## config.mk

```make
export PLATFORM = sky130hd
export DESIGN_NAME = mem_arbiter_rr
export DESIGN_NICKNAME = d
export VERILOG_FILES = /design/src/rtl/mem_arbiter_rr_pkg.sv /design/src/rtl/mem_arbiter_rr_rr_pick.sv /design/src/rtl/mem_arbiter_rr.sv
export SDC_FILE = /design/constraint.sdc
export NUM_CORES = 1
export LEC_CHECK = 0
export CAP_MARGIN = 15
export CELL_PAD_IN_SITES_DETAIL_PLACEMENT = 0
export CELL_PAD_IN_SITES_GLOBAL_PLACEMENT = 1
export CORE_ASPECT_RATIO = 1.2
export CORE_MARGIN = 8
export CORE_UTILIZATION = 38
export CTS_CLUSTER_DIAMETER = 120
export DETAILED_ROUTE_END_ITERATION = 16
export GPL_TIMING_DRIVEN = 1
export MAX_ROUTING_LAYER = met4
export PLACE_DENSITY = 0.74
export SLEW_MARGIN = 20
export SYNTH_ARGS = -nofsm -noshare
export SYNTH_HDL_FRONTEND = slang
export SYNTH_SLANG_ARGS = --single-unit
```

## constraint.sdc

```tcl
create_clock -name clk -period 2.5 [get_ports clk]
set_input_delay 0.25 -clock clk [delete_from_list [all_inputs] [get_ports clk]]
set_output_delay 0.25 -clock clk [all_outputs]
set_load 0.05 [all_outputs]
```

## src/rtl/mem_arbiter_rr_pkg.sv

```systemverilog
// Shared arbiter types: FSM encoding, requester IDs and round-robin helpers.
// Pure declarations; no timing, no backpressure.
package mem_arbiter_rr_pkg;

    localparam int NUM_REQ      = 3;
    localparam int MAX_HOLD_DEF = 4;
    localparam int CNT_W_DEF    = 3;

    typedef enum logic [1:0] {
        ST_IDLE  = 2'd0,
        ST_GRANT = 2'd1,
        ST_TURN  = 2'd2
    } arb_state_e;

    typedef enum logic [1:0] {
        ID_ROM    = 2'd0,
        ID_RAM_RD = 2'd1,
        ID_RAM_WR = 2'd2
    } req_id_e;

    // Rotation order ROM -> RAM_RD -> RAM_WR -> ROM.
    function automatic req_id_e rr_next(input req_id_e id);
        case (id)
            ID_ROM:    return ID_RAM_RD;
            ID_RAM_RD: return ID_RAM_WR;
            default:   return ID_ROM;
        endcase
    endfunction

    function automatic logic [NUM_REQ-1:0] id_onehot(input req_id_e id);
        case (id)
            ID_ROM:    return 3'b001;
            ID_RAM_RD: return 3'b010;
            ID_RAM_WR: return 3'b100;
            default:   return 3'b000;
        endcase
    endfunction

endpackage

```

## src/rtl/mem_arbiter_rr_rr_pick.sv

```systemverilog
// Combinational round-robin picker: first requester after last_id wins, last_id itself lowest.
// Zero latency; no backpressure, win_vld low when nothing is requesting.
module rr_pick
    import mem_arbiter_rr_pkg::*;
(
    input  logic [NUM_REQ-1:0] req_vec,
    input  req_id_e            last_id,
    output req_id_e            win_id,
    output logic               win_vld
);

    req_id_e cand1;
    req_id_e cand2;

    assign cand1 = rr_next(last_id);
    assign cand2 = rr_next(cand1);

    always_comb begin
        win_id  = cand1;
        win_vld = 1'b1;
        if (|(req_vec & id_onehot(cand1))) begin
            win_id = cand1;
        end else if (|(req_vec & id_onehot(cand2))) begin
            win_id = cand2;
        end else if (|(req_vec & id_onehot(last_id))) begin
            win_id = last_id;
        end else begin
            win_vld = 1'b0;
        end
    end

endmodule

```

## src/rtl/mem_arbiter_rr.sv

```systemverilog
// Three-way round-robin memory bus arbiter with hold limit and one-cycle turnaround; grants are registered (1 cycle after request).
// Losing or waiting requesters see their pause output combinationally in the same cycle.
module mem_arbiter_rr
    import mem_arbiter_rr_pkg::*;
#(
    parameter int MAX_HOLD = MAX_HOLD_DEF,
    parameter int CNT_W    = CNT_W_DEF
) (
    input  logic clk,
    input  logic reset,
    input  logic rom_rd,
    input  logic ram_rd,
    input  logic ram_wr,
    output logic rom_garant,
    output logic ram_garant_rd,
    output logic ram_garant_wr,
    output logic pause_READ,
    output logic pause_DECODE,
    output logic pause_WRITE,
    output logic busy
);

    if (MAX_HOLD < 1 || (2 ** CNT_W) <= MAX_HOLD) begin : g_bad_param
        $error("mem_arbiter_rr: need MAX_HOLD >= 1 and 2**CNT_W > MAX_HOLD");
    end

    localparam logic [CNT_W-1:0] HOLD_SAT  = CNT_W'(MAX_HOLD);
    localparam logic [CNT_W-1:0] HOLD_LAST = CNT_W'(MAX_HOLD - 1);

    arb_state_e          state_q,    state_d;
    logic [NUM_REQ-1:0]  grant_q,    grant_d;
    req_id_e             last_q,     last_d;
    logic [CNT_W-1:0]    hold_cnt_q, hold_cnt_d;

    logic [NUM_REQ-1:0]  req_vec;
    logic [NUM_REQ-1:0]  owner_mask;
    logic                owner_req;
    logic                others_req;
    req_id_e             pick_id;
    logic                pick_vld;

    assign req_vec    = {ram_wr, ram_rd, rom_rd};
    assign owner_mask = id_onehot(last_q);
    assign owner_req  = |(req_vec & owner_mask);
    assign others_req = |(req_vec & ~owner_mask);

    rr_pick u_rr_pick (
        .req_vec (req_vec),
        .last_id (last_q),
        .win_id  (pick_id),
        .win_vld (pick_vld)
    );

    // In GRANT the last-owner pointer is the current owner; hold_cnt counts
    // cycles already held before the current one.
    always_comb begin
        state_d    = state_q;
        grant_d    = '0;
        last_d     = last_q;
        hold_cnt_d = hold_cnt_q;
        case (state_q)
            ST_GRANT: begin
                if (!owner_req) begin
                    state_d = others_req ? ST_TURN : ST_IDLE;
                end else if (others_req && hold_cnt_q >= HOLD_LAST) begin
                    state_d = ST_TURN;
                end else begin
                    grant_d    = grant_q;
                    hold_cnt_d = (hold_cnt_q == HOLD_SAT) ? hold_cnt_q
                                                          : hold_cnt_q + CNT_W'(1);
                end
            end
            default: begin
                // IDLE and TURN both hand the bus to the picker's winner.
                if (pick_vld) begin
                    state_d    = ST_GRANT;
                    grant_d    = id_onehot(pick_id);
                    last_d     = pick_id;
                    hold_cnt_d = '0;
                end else begin
                    state_d = ST_IDLE;
                end
            end
        endcase
    end

    always_ff @(posedge clk or negedge reset) begin
        if (!reset) begin
            state_q    <= ST_IDLE;
            grant_q    <= '0;
            last_q     <= ID_RAM_WR;
            hold_cnt_q <= '0;
        end else begin
            state_q    <= state_d;
            grant_q    <= grant_d;
            last_q     <= last_d;
            hold_cnt_q <= hold_cnt_d;
        end
    end

    assign rom_garant    = grant_q[0];
    assign ram_garant_rd = grant_q[1];
    assign ram_garant_wr = grant_q[2];

    assign pause_READ   = rom_rd & ~rom_garant;
    assign pause_DECODE = ram_rd & ~ram_garant_rd;
    assign pause_WRITE  = ram_wr & ~ram_garant_wr;

    assign busy = (|grant_q) | (state_q == ST_TURN);

endmodule

```

Word-level counts from Yosys, hierarchy flattened
Index checks and enable logic that the tools add are counted.
- add/sub/neg operators: 1
- magnitude comparators: 1
- equality and inequality tests: 15
- mux-type cells: 29
- bitwise gates (word level): 14
- reductions and logical operators: 14
- operator list (cell ; count):
    3-bit two-way mux ; 12
    3-bit case mux with 3 select lines ; 4
    3-bit OR reduction ; 6
    3-bit bitwise AND ; 5
    2-bit two-way mux ; 7
    2-bit by 1-bit equality test with 1-bit output, second input constant ; 5
    2-bit equality test, second input constant ; 5
    2-bit logical NOT ; 4
    2-bit case mux with 2 select lines ; 2
    2-bit inequality test, second input constant ; 3
    1-bit two-way mux ; 4
    1-bit inverter ; 4
    4-bit AND reduction ; 1
    3-bit by 1-bit adder with 3-bit output, second input constant ; 1
    1-bit bitwise AND ; 3
    3-bit equality test, second input constant ; 1
    3-bit by 2-bit >= comparator with 1-bit output, second input constant ; 1
    3-bit inequality test, second input constant ; 1
    3-bit inverter ; 1
    2-bit AND reduction ; 1
    2-bit nonzero test ; 1
    1-bit logical AND ; 1
    1-bit OR ; 1
- flip-flop bits (word level): 10
- output and inout port bits: 7
- logic and storage cells: 78

Longest topological paths before layout
- depth after elaboration: 20
- depth in mapped cells: 6
- mapped depth without buffers: 6

Hierarchy
A second synthesis with hierarchy kept.
- cell total of the unflattened synthesis: 69
- area total of the unflattened synthesis: 660.6 um^2
- modules (own cells, without submodules) (module ; instances ; cells each ; area an instance (um^2)):
    mem_arbiter_rr ; 1 ; 57 ; 578.1
    rr_pick ; 1 ; 12 ; 82.6

Worst setup path before layout
Ideal clock, no wire load.
- kind: reg2reg
- start: register hold_cnt_q[0]
- end: register hold_cnt_q[0]
- data arrival time: 1.839 ns
- slack: 0.582 ns
- cell stages (with the launch flop): 7
- buffers on the path: 0
- period minus slack after synthesis: 1.918 ns
- path through: dfrtp_1 ha_1 ha_1 a211oi_4 o2111ai_2 a32oi_2 mux2i_1
- longest elaborated chain between the ends: 5
- elaborated cells on any way between the ends: 11
- those cells by class: add/sub (1); order compare (1); eq/ne (3); mux (4); reduce/logical (2)
- ends and longest elaborated chain (item ; line ; RTL):
    from (decl) ; mem_arbiter_rr.sv:33 ; logic [CNT_W-1:0] hold_cnt_q, hold_cnt_d;
    from (signal assigned) ; mem_arbiter_rr.sv:97 ; hold_cnt_q <= hold_cnt_d;
    3-bit by 1-bit adder with 3-bit output ; mem_arbiter_rr.sv:70 ; : hold_cnt_q + CNT_W'(1);
    3-bit two-way mux ; mem_arbiter_rr.sv:69 ; hold_cnt_d = (hold_cnt_q == HOLD_SAT) ? hold_cnt_q
    3-bit two-way mux ; mem_arbiter_rr.sv:65 ; end else if (others_req && hold_cnt_q >= HOLD_LAST) begin
    3-bit two-way mux ; mem_arbiter_rr.sv:63 ; if (!owner_req) begin
    3-bit two-way mux ; mem_arbiter_rr.sv:61 ; case (state_q)
Several ways; a longest one is shown, not always the timed one. The select of a mux whose other input is x is not followed.
A chain may end at the register's enable or synchronous reset.

Worst setup path after layout
- start: register hold_cnt_q[0]
- end: register hold_cnt_q[1]
Same word-level chain as after synthesis.

==> impl_metrics.yaml <==
cts:
  htreeDepth: 1
  cts_setup_buffers: 0
  insertion_delay_ns: 0.27
  clk_pin_slew_worst_paths_ns: 0.06
  cts_hold_buf: 0
  clockBufferDepth: 2
  cts_resized: 0
  cts_tree: "built"
  cts.sinks: 10
  cts-root-buf: "clkbuf_4"
  numCtsBuffers: 3
floorplan:
  dieArea_um2: 3550
  rows: 17
  num_io_pins: 12
  start_util: 0.399
  die_w_um: 55.8
  die_y_um: 63.7
  coreArea_um2: 1810
drt:
  drc_errors: 0
  vias: 629
  dr_wl_met2_um: 800
  avgViaCountPerCell: 5.72
  postRouteAntennaNets: 0
  drt_iter0_drc: 27
  met1_length_um: 706
  wl_per_cell_um: 14.4
  dr.pass1.iters: 4
  route.met3.wl_um: 64
  drt_wl_total_mm: 1.58
  highest_layer: "met4"
power_and_ir_drop:
  ir_worst_vdd_uv: 635
  powerDensity_nw_per_um2: 1320
  p_leak_nw: 0.354
synth:
  synth-edff-count: 0
  syn_avg_cell_area_um2: 8.90
  synth_ff_type: "dfrtp_1"
  ys_types: 30
  postSynthNetCount: 89
  yosysWarnings: 0
  yosysTopAreaCell: "dfrtp_1"
  syn_area_um2: 721
  yosysSeqAreaShare: 0.349
  ys_ff_latch: 10
  synthArstFlopShare: 1.00
  synth_top_area_frac: 0.313
  syn_inst: 81
  synth.area.top_cells: "dfrtp_1, o2111ai_2, ha_1, mux2i_1, nor2_1"
setup_path:
  crit_required_ns: 2.69
  rrSetupSlack_ns: 0.44
  cp_max_fo: 5
  start_kind: "register"
  end_kind: "register"
  r2r-end: "hold_cnt_q[1]"
  worstSetupPathType: "reg -> reg"
  r2r_start: "hold_cnt_q[0]"
  reg2reg_depth: 6
  arrival_ns: 2.25
sta:
  setup_viol: 0
  finalCritPeriodShare: 0.824
  layout_min_cycle_time_ns: 2.06
  drv_slew: 0
  tns_ns: 0
  max_clock_freq_mhz: 486
  fin_skew_ns: 0.00490
  finalWorstSetupSlack_ns: 0.441
  rsz0062_at_grt: "no"
  worst_slew_pin_slew_ns: 0.551
  slew_headroom: 0.630
  hold_viol: 0
finish:
  final_util: 0.469
  mostFrequentLayoutCell: "dfrtp_1"
  fin_nets: 100
  diodes: 0
  fillers: 165
  area_delta_synth_final_pct: 17.7
  drive_above_1_share: 0.143
  final_cell_mix: "dfrtp_1, nor2_1, clkdlybuf4s50_1"
global_routing:
  track_usage: 0.0949
  grt_pass1_vias: 623
  grt_antenna_before_repair: 0
  overflow: 0
  grt_pass1_wl_mm: 2.74
  grt_max_degree: 12
placement:
  port_buffers: 11
  gp_congestion: 0.761
  post-place-ws_ns: 0.452
  dp_hpwl_mm: 1.22
outcome:
  status: "finished, final reports clean"
hold_path:
  hp-class: "in -> async"
flow_run:
  maxCapViolCount: 0
## worst max-delay path: stages (launching register included)
cell and delay [ns]:
dfrtp_1 0.45, ha_1 0.23, ha_1 0.21, a211oi_4 0.33, o2111ai_2 0.22, a32oi_2 0.34, mux2i_1 0.22
## per-stage QoR
step	total power, mW	cells	area, µm²	hold WS, ns
finish	1.12	110	848	0.295
global placement	1.02	106	822	0.553
global route	1.21	110	848	0.323
CTS	1.14	110	848	0.299
detailed placement	1.01	106	822	0.550
floorplan	0.832	81	721	-0.0456
## layer usage
layer,GRT usage,vias up
met2,0.153,10
li1,-,312
met4,0.0278,0
met3,0.0321,2
met1,0.108,305
met5,-,-
## registers in the layout (all words and copies together) (netlist names)
signal      flops
hold_cnt_q      3
state_q         2
grant_q         3
last_q          2
## kinds of logic after synthesis
logic type | count (synthesis) | share of synthesized area
and+or+nand+nor | 29 | 0.196
AOI/OAI and AO/OA | 24 | 0.290
buffers and inverters | 12 | 0.0712
DFF | 10 | 0.349
muxes | 3 | 0.0417
adders and majority gates | 3 | 0.0521
## final cells by class
class | instances | area (µm²) | area share
Tap cell | 19 | 23.8 | 0.0280
Inverter | 7 | 26.3 | 0.0310
Timing Repair Buffer | 11 | 103 | 0.121
Sequential cell | 10 | 251 | 0.296
Clock buffer | 4 | 26.3 | 0.0310
Multi-Input combinational cell | 59 | 418 | 0.493
## worst max-delay path by stage
stage / end / slack [ns] / cells past startpoint / start
finish: hold_cnt_q[1] / 0.44 / 6 / hold_cnt_q[0]
floorplan: hold_cnt_q[0] / 0.58 / 6 / hold_cnt_q[0]
CTS: hold_cnt_q[1] / 0.44 / 6 / hold_cnt_q[0]
global placement: hold_cnt_q[1] / 0.49 / 6 / hold_cnt_q[1]
detailed placement: hold_cnt_q[1] / 0.45 / 6 / hold_cnt_q[0]
global route: hold_cnt_q[1] / 0.31 / 6 / hold_cnt_q[0]
## Yosys cell counts (2+ instances only)
master / count
nand2b_1: 2
nand2_1: 7
nor3_1: 2
inv_1: 7
a21oi_1: 2
nand3_1: 3
dfrtp_1: 9
mux2i_1: 3
o2111ai_2: 3
nor2b_1: 4
nor2_1: 8
ha_1: 3
o21ai_0: 5
buf_2: 5
o22ai_1: 3
## report_power, final
group / switching (mW) / internal (mW) / leakage [nW]
Clock: 0.0542 / 0.0617 / 0.0150
Sequential: 0.102 / 0.233 / 0.127
Combinational: 0.421 / 0.251 / 0.211
Power figures use the tool's default switching activity.
